**config.mk**
```make
export PLATFORM = sky130hd
export DESIGN_NAME = next_pc_unit
export DESIGN_NICKNAME = d
export VERILOG_FILES = /design/src/rtl/next_pc_unit_pkg.sv /design/src/rtl/next_pc_unit_prio.sv /design/src/rtl/next_pc_unit.sv
export SDC_FILE = /design/constraint.sdc
export NUM_CORES = 1
export LEC_CHECK = 0
export CORE_ASPECT_RATIO = 1.1
export CORE_UTILIZATION = 42
export CTS_CLUSTER_DIAMETER = 80
export CTS_CLUSTER_SIZE = 40
export DETAILED_ROUTE_END_ITERATION = 8
export PLACE_DENSITY = 0.78
export SLEW_MARGIN = 20
export SYNTH_ARGS = -nofsm -noshare
export SYNTH_HDL_FRONTEND = slang
export SYNTH_HIERARCHICAL = 1
export SYNTH_SLANG_ARGS = --single-unit
```
**constraint.sdc**
```tcl
create_clock -name clk -period 2.2 [get_ports clk]
set_input_delay 0.66 -clock clk [delete_from_list [all_inputs] [get_ports clk]]
set_output_delay 0.66 -clock clk [all_outputs]
set_load 0.01 [all_outputs]
```
**src/rtl/next_pc_unit_pkg.sv**
```systemverilog
// Shared encodings and defaults for the next-PC selection logic.
package next_pc_unit_pkg;

   // PCSrc encodings
   localparam logic [2:0] PC_SEQ  = 3'b000;
   localparam logic [2:0] PC_BR   = 3'b001;
   localparam logic [2:0] PC_JAL  = 3'b010;
   localparam logic [2:0] PC_JALR = 3'b011;
   localparam logic [2:0] PC_TRAP = 3'b100;
   localparam logic [2:0] PC_PEND = 3'b101;

   // Default reset and trap addresses
   localparam logic [31:0] DEF_RESET_PC = 32'h0000_0000;
   localparam logic [31:0] DEF_TRAP_VEC = 32'h0000_0100;

endpackage

```
**src/rtl/next_pc_unit_prio.sv**
```systemverilog
// Fixed-priority source select with JALR LSB clear and misaligned-target trapping.
module next_pc_unit_prio
   import next_pc_unit_pkg::*;
#(
   parameter int unsigned     XLEN       = 32,
   parameter logic [XLEN-1:0] TRAP_VEC   = XLEN'(DEF_TRAP_VEC),
   parameter int unsigned     ILEN_BYTES = 4
) (
   input  logic            takebranch,
   input  logic            branch,
   input  logic            jump,
   input  logic            jalr,
   input  logic            trap,
   input  logic [XLEN-1:0] pc_tgt,
   input  logic [XLEN-1:0] jalr_tgt,
   input  logic [XLEN-1:0] seq_tgt,
   output logic [2:0]      src,
   output logic [XLEN-1:0] tgt,
   output logic            misalign,
   output logic            redirect
);

   logic [XLEN-1:0] jalr_clr;
   assign jalr_clr = {jalr_tgt[XLEN-1:1], 1'b0};

   // Priority: trap > jalr > jump > taken branch > seq; misaligned targets become traps
   always_comb begin
      src      = PC_SEQ;
      tgt      = seq_tgt;
      misalign = 1'b0;
      if (trap) begin
         src = PC_TRAP;
         tgt = TRAP_VEC;
      end else if (jalr) begin
         src = PC_JALR;
         tgt = jalr_clr;
      end else if (jump) begin
         src = PC_JAL;
         tgt = pc_tgt;
      end else if (branch && takebranch) begin
         src = PC_BR;
         tgt = pc_tgt;
      end
      // Only non-trap redirects are checked; 2-byte instructions never misalign
      if (ILEN_BYTES == 4 && src != PC_SEQ && src != PC_TRAP && tgt[1]) begin
         misalign = 1'b1;
         src      = PC_TRAP;
         tgt      = TRAP_VEC;
      end
      redirect = (src != PC_SEQ);
   end

endmodule

```
**src/rtl/next_pc_unit.sv**
```systemverilog
// Program-counter register with prioritised redirects, stall-held pending redirect
// and a registered one-cycle flush pulse.
module next_pc_unit
   import next_pc_unit_pkg::*;
#(
   parameter int unsigned     XLEN       = 32,
   parameter logic [XLEN-1:0] RESET_PC   = XLEN'(DEF_RESET_PC),
   parameter logic [XLEN-1:0] TRAP_VEC   = XLEN'(DEF_TRAP_VEC),
   parameter int unsigned     ILEN_BYTES = 4
) (
   input  logic            clk,
   input  logic            rst,
   input  logic            stall,
   input  logic            takebranch,
   input  logic            branch,
   input  logic            jump,
   input  logic            jalr,
   input  logic            trap,
   input  logic [XLEN-1:0] pc_tgt,
   input  logic [XLEN-1:0] jalr_tgt,
   output logic [XLEN-1:0] pc,
   output logic [XLEN-1:0] pc_next_seq,
   output logic [2:0]      PCSrc,
   output logic            flush,
   output logic            misalign,
   output logic            pend_valid
);

   logic [2:0]      sel_src;
   logic [XLEN-1:0] sel_tgt;
   logic            sel_misalign;
   logic            sel_redirect;
   logic [XLEN-1:0] pend_tgt;

   // Wraps modulo 2^XLEN
   assign pc_next_seq = pc + XLEN'(ILEN_BYTES);

   next_pc_unit_prio #(
      .XLEN       (XLEN),
      .TRAP_VEC   (TRAP_VEC),
      .ILEN_BYTES (ILEN_BYTES)
   ) u_prio (
      .takebranch (takebranch),
      .branch     (branch),
      .jump       (jump),
      .jalr       (jalr),
      .trap       (trap),
      .pc_tgt     (pc_tgt),
      .jalr_tgt   (jalr_tgt),
      .seq_tgt    (pc_next_seq),
      .src        (sel_src),
      .tgt        (sel_tgt),
      .misalign   (sel_misalign),
      .redirect   (sel_redirect)
   );

   // Reported source: a release cycle shows the pending redirect unless a new trap wins
   always_comb begin
      PCSrc    = sel_src;
      misalign = sel_misalign & ~pend_valid;
      if (pend_valid && !stall) begin
         PCSrc = trap ? PC_TRAP : PC_PEND;
      end
   end

   // PC, pending holder and flush registers
   always_ff @(posedge clk) begin
      if (rst) begin
         pc         <= RESET_PC;
         flush      <= 1'b0;
         pend_valid <= 1'b0;
         pend_tgt   <= '0;
      end else if (stall) begin
         flush <= 1'b0;
         if (!pend_valid && sel_redirect) begin
            pend_tgt   <= sel_tgt;
            pend_valid <= 1'b1;
         end else if (pend_valid && trap) begin
            pend_tgt <= TRAP_VEC;
         end
      end else if (pend_valid) begin
         // Older pending redirect beats any new non-trap redirect
         pc         <= trap ? TRAP_VEC : pend_tgt;
         flush      <= 1'b1;
         pend_valid <= 1'b0;
      end else begin
         pc    <= sel_tgt;
         flush <= sel_redirect;
      end
   end

endmodule

```
==> impl_summary.md <==
Status
The flow ran to the end, but the final reports show violations. The checks that failed: negative setup slack.

GRT
The initial antenna violation count is 0. The number of global-route vias before repair is 4923. The wire length of the first global-routing pass is 23.4 mm. The overall global routing resource usage is 29.4%.

After global routing the overflow that remains totals 0. The pin count of the biggest net entering global routing is 60.

Drt
The number of nets with antenna violations after detailed routing is 0. For this run, design rule violations remaining after detail routing come to 0. The via density per instance is 5.85. The pre-antenna-repair detailed-routing pass consisted of 5 iterations.

The routed design uses 1.31 mm of met3 wire. After detailed routing, the met2 layer carries 8.64 mm of wire. Dividing the detail-routed wire length by the instance count gives 19.0 um. In this run, the number of DRC markers left after iteration 0 of detailed routing was 341. The wire length on met1 is 6.20 mm. The via count of the routed design is 5097. The highest layer touched by signal routing is met4. The detailed-route wire length is 16.6 mm.

Die
During I/O placement, the number of pins put on the boundary was 142. In this run the standard cell core region covers 0.00944 sq mm. The initial core utilization is 43.5%. The number of core rows is 37. The overall die width is 96.3 um. The area enclosed by the die boundary is 0.0102 sq mm. The die span in y is 106 um.

Critical path
The largest driver fanout on the critical path is 3. STA classifies the critical path startpoint as a flop. The critical path goes through buf_12, ha_4, nand3_4, nor4_4, buf_4, buf_6, nand3_4, xnor2_2, buf_2. The category of the worst setup path capture point is an output port.

For flop-to-flop paths, the worst setup slack is -230 ps. The largest incremental delay on the critical path is 370 ps. The arrival time at the worst endpoint is 2070 ps.

The cell type with the highest occurrence count on the critical path is sky130_fd_sc_hd__nand3_4. In this run the critical register-to-register path is launched from pc[3]$_SDFFE_PP0N_. The endpoint of the worst register-to-register path is pc[8]$_SDFFE_PP0N_.

The cell with the biggest individual delay on the critical path is sky130_fd_sc_hd__dfxtp_4. The required time reported for the critical path endpoint is 1540 ps. The category of the critical setup timing path is reg2out. The worst register-to-register path has a depth of 17.

Finish
The number of nets in the layout is 823. The final design area excluding fillers is 0.00728 sq mm. Cells fill 77.1% of the core in the end. The post-synthesis to final-layout area growth is 77.1%. The repair_antennas step left the layout with diodes totalling 0. Summing all multi-input logic gate instances after layout gives 0.00331 sq mm. The finished layout holds 872 standard cells, fillers aside. The sequential standard cell area is 0.00134 sq mm.

The post-route netlist has 41.1% of its cells at a drive strength greater than 1. The final-layout fill cell count is 608.

Timing
Counting I/O delays and the setup requirement, the final critical path takes 2730 ps. The clock skew is 12.7 ps. The worst hold slack is 485 ps. The worst-margin pin slew is 550 ps.

Setup repair after global routing could not meet its margin everywhere. The share of the clock period used by the worst path is 124%. The worst setup slack after layout is -532 ps. Setup violations remaining at the end of the flow were counted as 50. Timing would allow up to 366 MHz. In this run the tightest slew margin relative to its limit is 63.3%. The total negative slack is -12410 ps. The max-slew violation count is 0. The hold violation total from the final report is 0.

Place
After legalization and detailed placement, the total HPWL measured 9.35 mm. At the end of routability-driven placement, the weighted congestion stood at 0.858. Summing all placed instances gives a cell area of 0.00610 sq mm. After detailed placement, the design holds a cell count of 819. The count of buffers from port buffering is 140. The pre-CTS setup slack is -746 ps.

CTS
The number of H-tree levels is 3. The clock latency on the worst-skew pair is 350 ps. The tree built by TritonCTS fans out to 66 sinks. In this run, CTS created clock tree buffers numbering 9. The longest clock path from root to sink contains 2 buffers. The number of buffers inserted by hold repair at cts is 0. The CTS tree is built. The clock root buffer is sky130_fd_sc_hd__clkbuf_8. After clock tree synthesis, the clock-pin slew on the worst setup and hold paths is 80 ps.

Run
The tool flagged a number of max-cap violations equal to 0.

Synth
Synthesis handed over a netlist of 538 instances. After synthesis the cells add up to 0.00411 sq mm. A synthesized cell averages 7.64 sq um. Counting flops with an async set or reset pin after synthesis yields a share of 0%. The synthesis warning total is 6. Counting every net in the synthesized netlist gives 611. The top flip-flop cell by instance count after synthesis is sky130_fd_sc_hd__dfxtp_1. The count of different cell masters after synthesis is 41. The share of the Yosys chip area taken by registers is 32.1%. The number of flops mapped to enable cells by yosys is 0. Synthesis inferred 66 register bits.

Min path
The path with the worst hold slack has its endpoint at pend_tgt[8]$_SDFFE_PP0P_. The path class of the tightest hold or removal check is reg2reg. The startpoint identified for the worst hold timing path is pend_tgt[8]$_SDFFE_PP0P_. The worst hold path passes through 2 cells.

Pwr
For this design the ratio of total power to cell area is 464 mW/mm^2. The worst supply voltage drop on vdd is 0.340 mV. Overall power consumption after layout is estimated at 3.38 mW.

The analysis attributes to cell leakage a power of 2.89 nW.
[state kept, by name, summed over array words and instances (netlist names)]
| register | flops |
|---|---|
| pend_tgt | 32 |
| flush | 1 |
| pc | 32 |
| pend_valid | 1 |
[layout by cell type (no fill, tap or decap), types with 3 or more instances in the layout]
| cell type | instances |
|---|---|
| sky130_fd_sc_hd__clkdlybuf4s50_1 | 98 |
| sky130_fd_sc_hd__buf_4 | 80 |
| sky130_fd_sc_hd__nor2_1 | 66 |
| sky130_fd_sc_hd__dfxtp_1 | 56 |
| sky130_fd_sc_hd__nand2_1 | 31 |
| sky130_fd_sc_hd__buf_2 | 31 |
| sky130_fd_sc_hd__nand3b_1 | 30 |
| sky130_fd_sc_hd__nor3_1 | 27 |
| sky130_fd_sc_hd__buf_6 | 27 |
| sky130_fd_sc_hd__a31oi_1 | 25 |
| sky130_fd_sc_hd__o21ai_0 | 24 |
| sky130_fd_sc_hd__a22oi_1 | 22 |
| sky130_fd_sc_hd__xnor2_2 | 21 |
| sky130_fd_sc_hd__a211oi_2 | 21 |
| sky130_fd_sc_hd__nor2b_4 | 17 |
| sky130_fd_sc_hd__nand2_2 | 13 |
| sky130_fd_sc_hd__a211oi_1 | 12 |
| sky130_fd_sc_hd__nand4_1 | 10 |
| sky130_fd_sc_hd__nor2b_1 | 10 |
| sky130_fd_sc_hd__nand3_4 | 9 |
| sky130_fd_sc_hd__a22oi_2 | 9 |
| sky130_fd_sc_hd__clkbuf_8 | 9 |
| sky130_fd_sc_hd__dfxtp_2 | 8 |
| sky130_fd_sc_hd__o21ai_1 | 7 |
| sky130_fd_sc_hd__nor2b_2 | 6 |
| sky130_fd_sc_hd__buf_12 | 6 |
| sky130_fd_sc_hd__nor2_4 | 5 |
| sky130_fd_sc_hd__and3_1 | 4 |
| sky130_fd_sc_hd__inv_1 | 4 |
| sky130_fd_sc_hd__clkdlybuf4s15_2 | 4 |
| sky130_fd_sc_hd__nor3_2 | 3 |
| sky130_fd_sc_hd__nand2_4 | 3 |
| sky130_fd_sc_hd__a21oi_1 | 3 |
| sky130_fd_sc_hd__clkinv_4 | 3 |
| sky130_fd_sc_hd__dlygate4sd2_1 | 3 |
| sky130_fd_sc_hd__a31oi_2 | 3 |
[worst max-delay path, delay by kind of cell, from the launching register on]
kind                     cells  cell delay [ps]
flip-flops                   1              370
adder cells (fa/ha/maj)      1              140
buffers and inverters        4              600
AND/OR/NAND/NOR              3              420
XOR/XNOR                     1              200
[power by group]
part / leakage [nW] / total [mW] / switching (mW) / internal [mW]
clock network: 0.104 / 1.05 / 0.514 / 0.531
registers: 0.544 / 1.30 / 0.0430 / 1.25
logic: 2.24 / 1.04 / 0.517 / 0.522
[Yosys cell counts (2+ instances only)]
cell | number | area share (%)
sky130_fd_sc_hd__xor2_1 | 4 | 0.85
sky130_fd_sc_hd__nand3b_1 | 30 | 5.5
sky130_fd_sc_hd__a21oi_4 | 2 | 0.79
sky130_fd_sc_hd__nor2b_1 | 33 | 5.0
sky130_fd_sc_hd__a22oi_1 | 31 | 5.7
sky130_fd_sc_hd__buf_2 | 17 | 2.1
sky130_fd_sc_hd__buf_6 | 7 | 1.9
sky130_fd_sc_hd__or2_2 | 2 | 0.30
sky130_fd_sc_hd__dfxtp_1 | 66 | 32
sky130_fd_sc_hd__clkbuf_1 | 22 | 2.0
sky130_fd_sc_hd__nand2b_1 | 2 | 0.30
sky130_fd_sc_hd__buf_4 | 2 | 0.37
sky130_fd_sc_hd__a21oi_1 | 5 | 0.61
sky130_fd_sc_hd__nor4_4 | 2 | 1.0
sky130_fd_sc_hd__nor2_1 | 72 | 6.6
sky130_fd_sc_hd__nor3_1 | 30 | 3.7
sky130_fd_sc_hd__o21ai_1 | 6 | 0.73
sky130_fd_sc_hd__nand2_1 | 47 | 4.3
sky130_fd_sc_hd__inv_1 | 5 | 0.46
sky130_fd_sc_hd__and4_1 | 2 | 0.43
sky130_fd_sc_hd__a31oi_1 | 29 | 4.4
sky130_fd_sc_hd__nand3_2 | 2 | 0.49
sky130_fd_sc_hd__and3_1 | 4 | 0.61
sky130_fd_sc_hd__nand3_1 | 10 | 1.2
sky130_fd_sc_hd__a211oi_1 | 33 | 6.0
sky130_fd_sc_hd__o21ai_0 | 25 | 3.0
sky130_fd_sc_hd__clkbuf_2 | 2 | 0.24
sky130_fd_sc_hd__nand4_1 | 10 | 1.5
sky130_fd_sc_hd__xnor2_1 | 24 | 5.1
[worst max path at each step]
stage,start,slack (ps),cells past startpoint,end
floorplan,pc[2]$_SDFFE_PP0N_,-7,5,pc_next_seq[22]
global placement,jalr,-740,7,PCSrc[0]
detailed placement,branch,-750,6,misalign
CTS,pc[2]$_SDFFE_PP0N_,-480,7,pc_next_seq[25]
global route,pc[3]$_SDFFE_PP0N_,-580,9,pc_next_seq[30]
finish,pc[3]$_SDFFE_PP0N_,-530,9,pc_next_seq[30]
[logic make-up after synthesis]
logic type	Yosys count	synth area share [%]
multiplexers	1	0.274
buffers and inverters	56	7.15
AO/OA/AOI/OAI	136	22.4
XOR/XNOR	28	5.96
adder cells (fa/ha/maj)	1	0.304
AND/OR/NAND/NOR	250	31.7
flip-flops	66	32.1
[per-layer routing]
metal	vias up	global-route usage (%)
li1	2341	-
met1	2457	34.7
met2	255	52.5
met3	44	5.92
met4	0	8.61
met5	-	0
[area by class of cell]
cell class | count | area share, %
Sequential cell | 66 | 18.4
Clock buffer | 9 | 1.70
Tap cell | 117 | 2.01
Clock inverter | 7 | 1.05
Timing Repair Buffer | 251 | 31.1
Inverter | 6 | 0.344
Multi-Input combinational cell | 416 | 45.4
[what timing repair did]
action,in CTS,in global routing
setup buffers,40,16
gates cloned,0,0
gates resized for setup,255,93
setup endpoints to repair,93,74
pin swaps,76,76
Power figures use the tool's default switching activity.
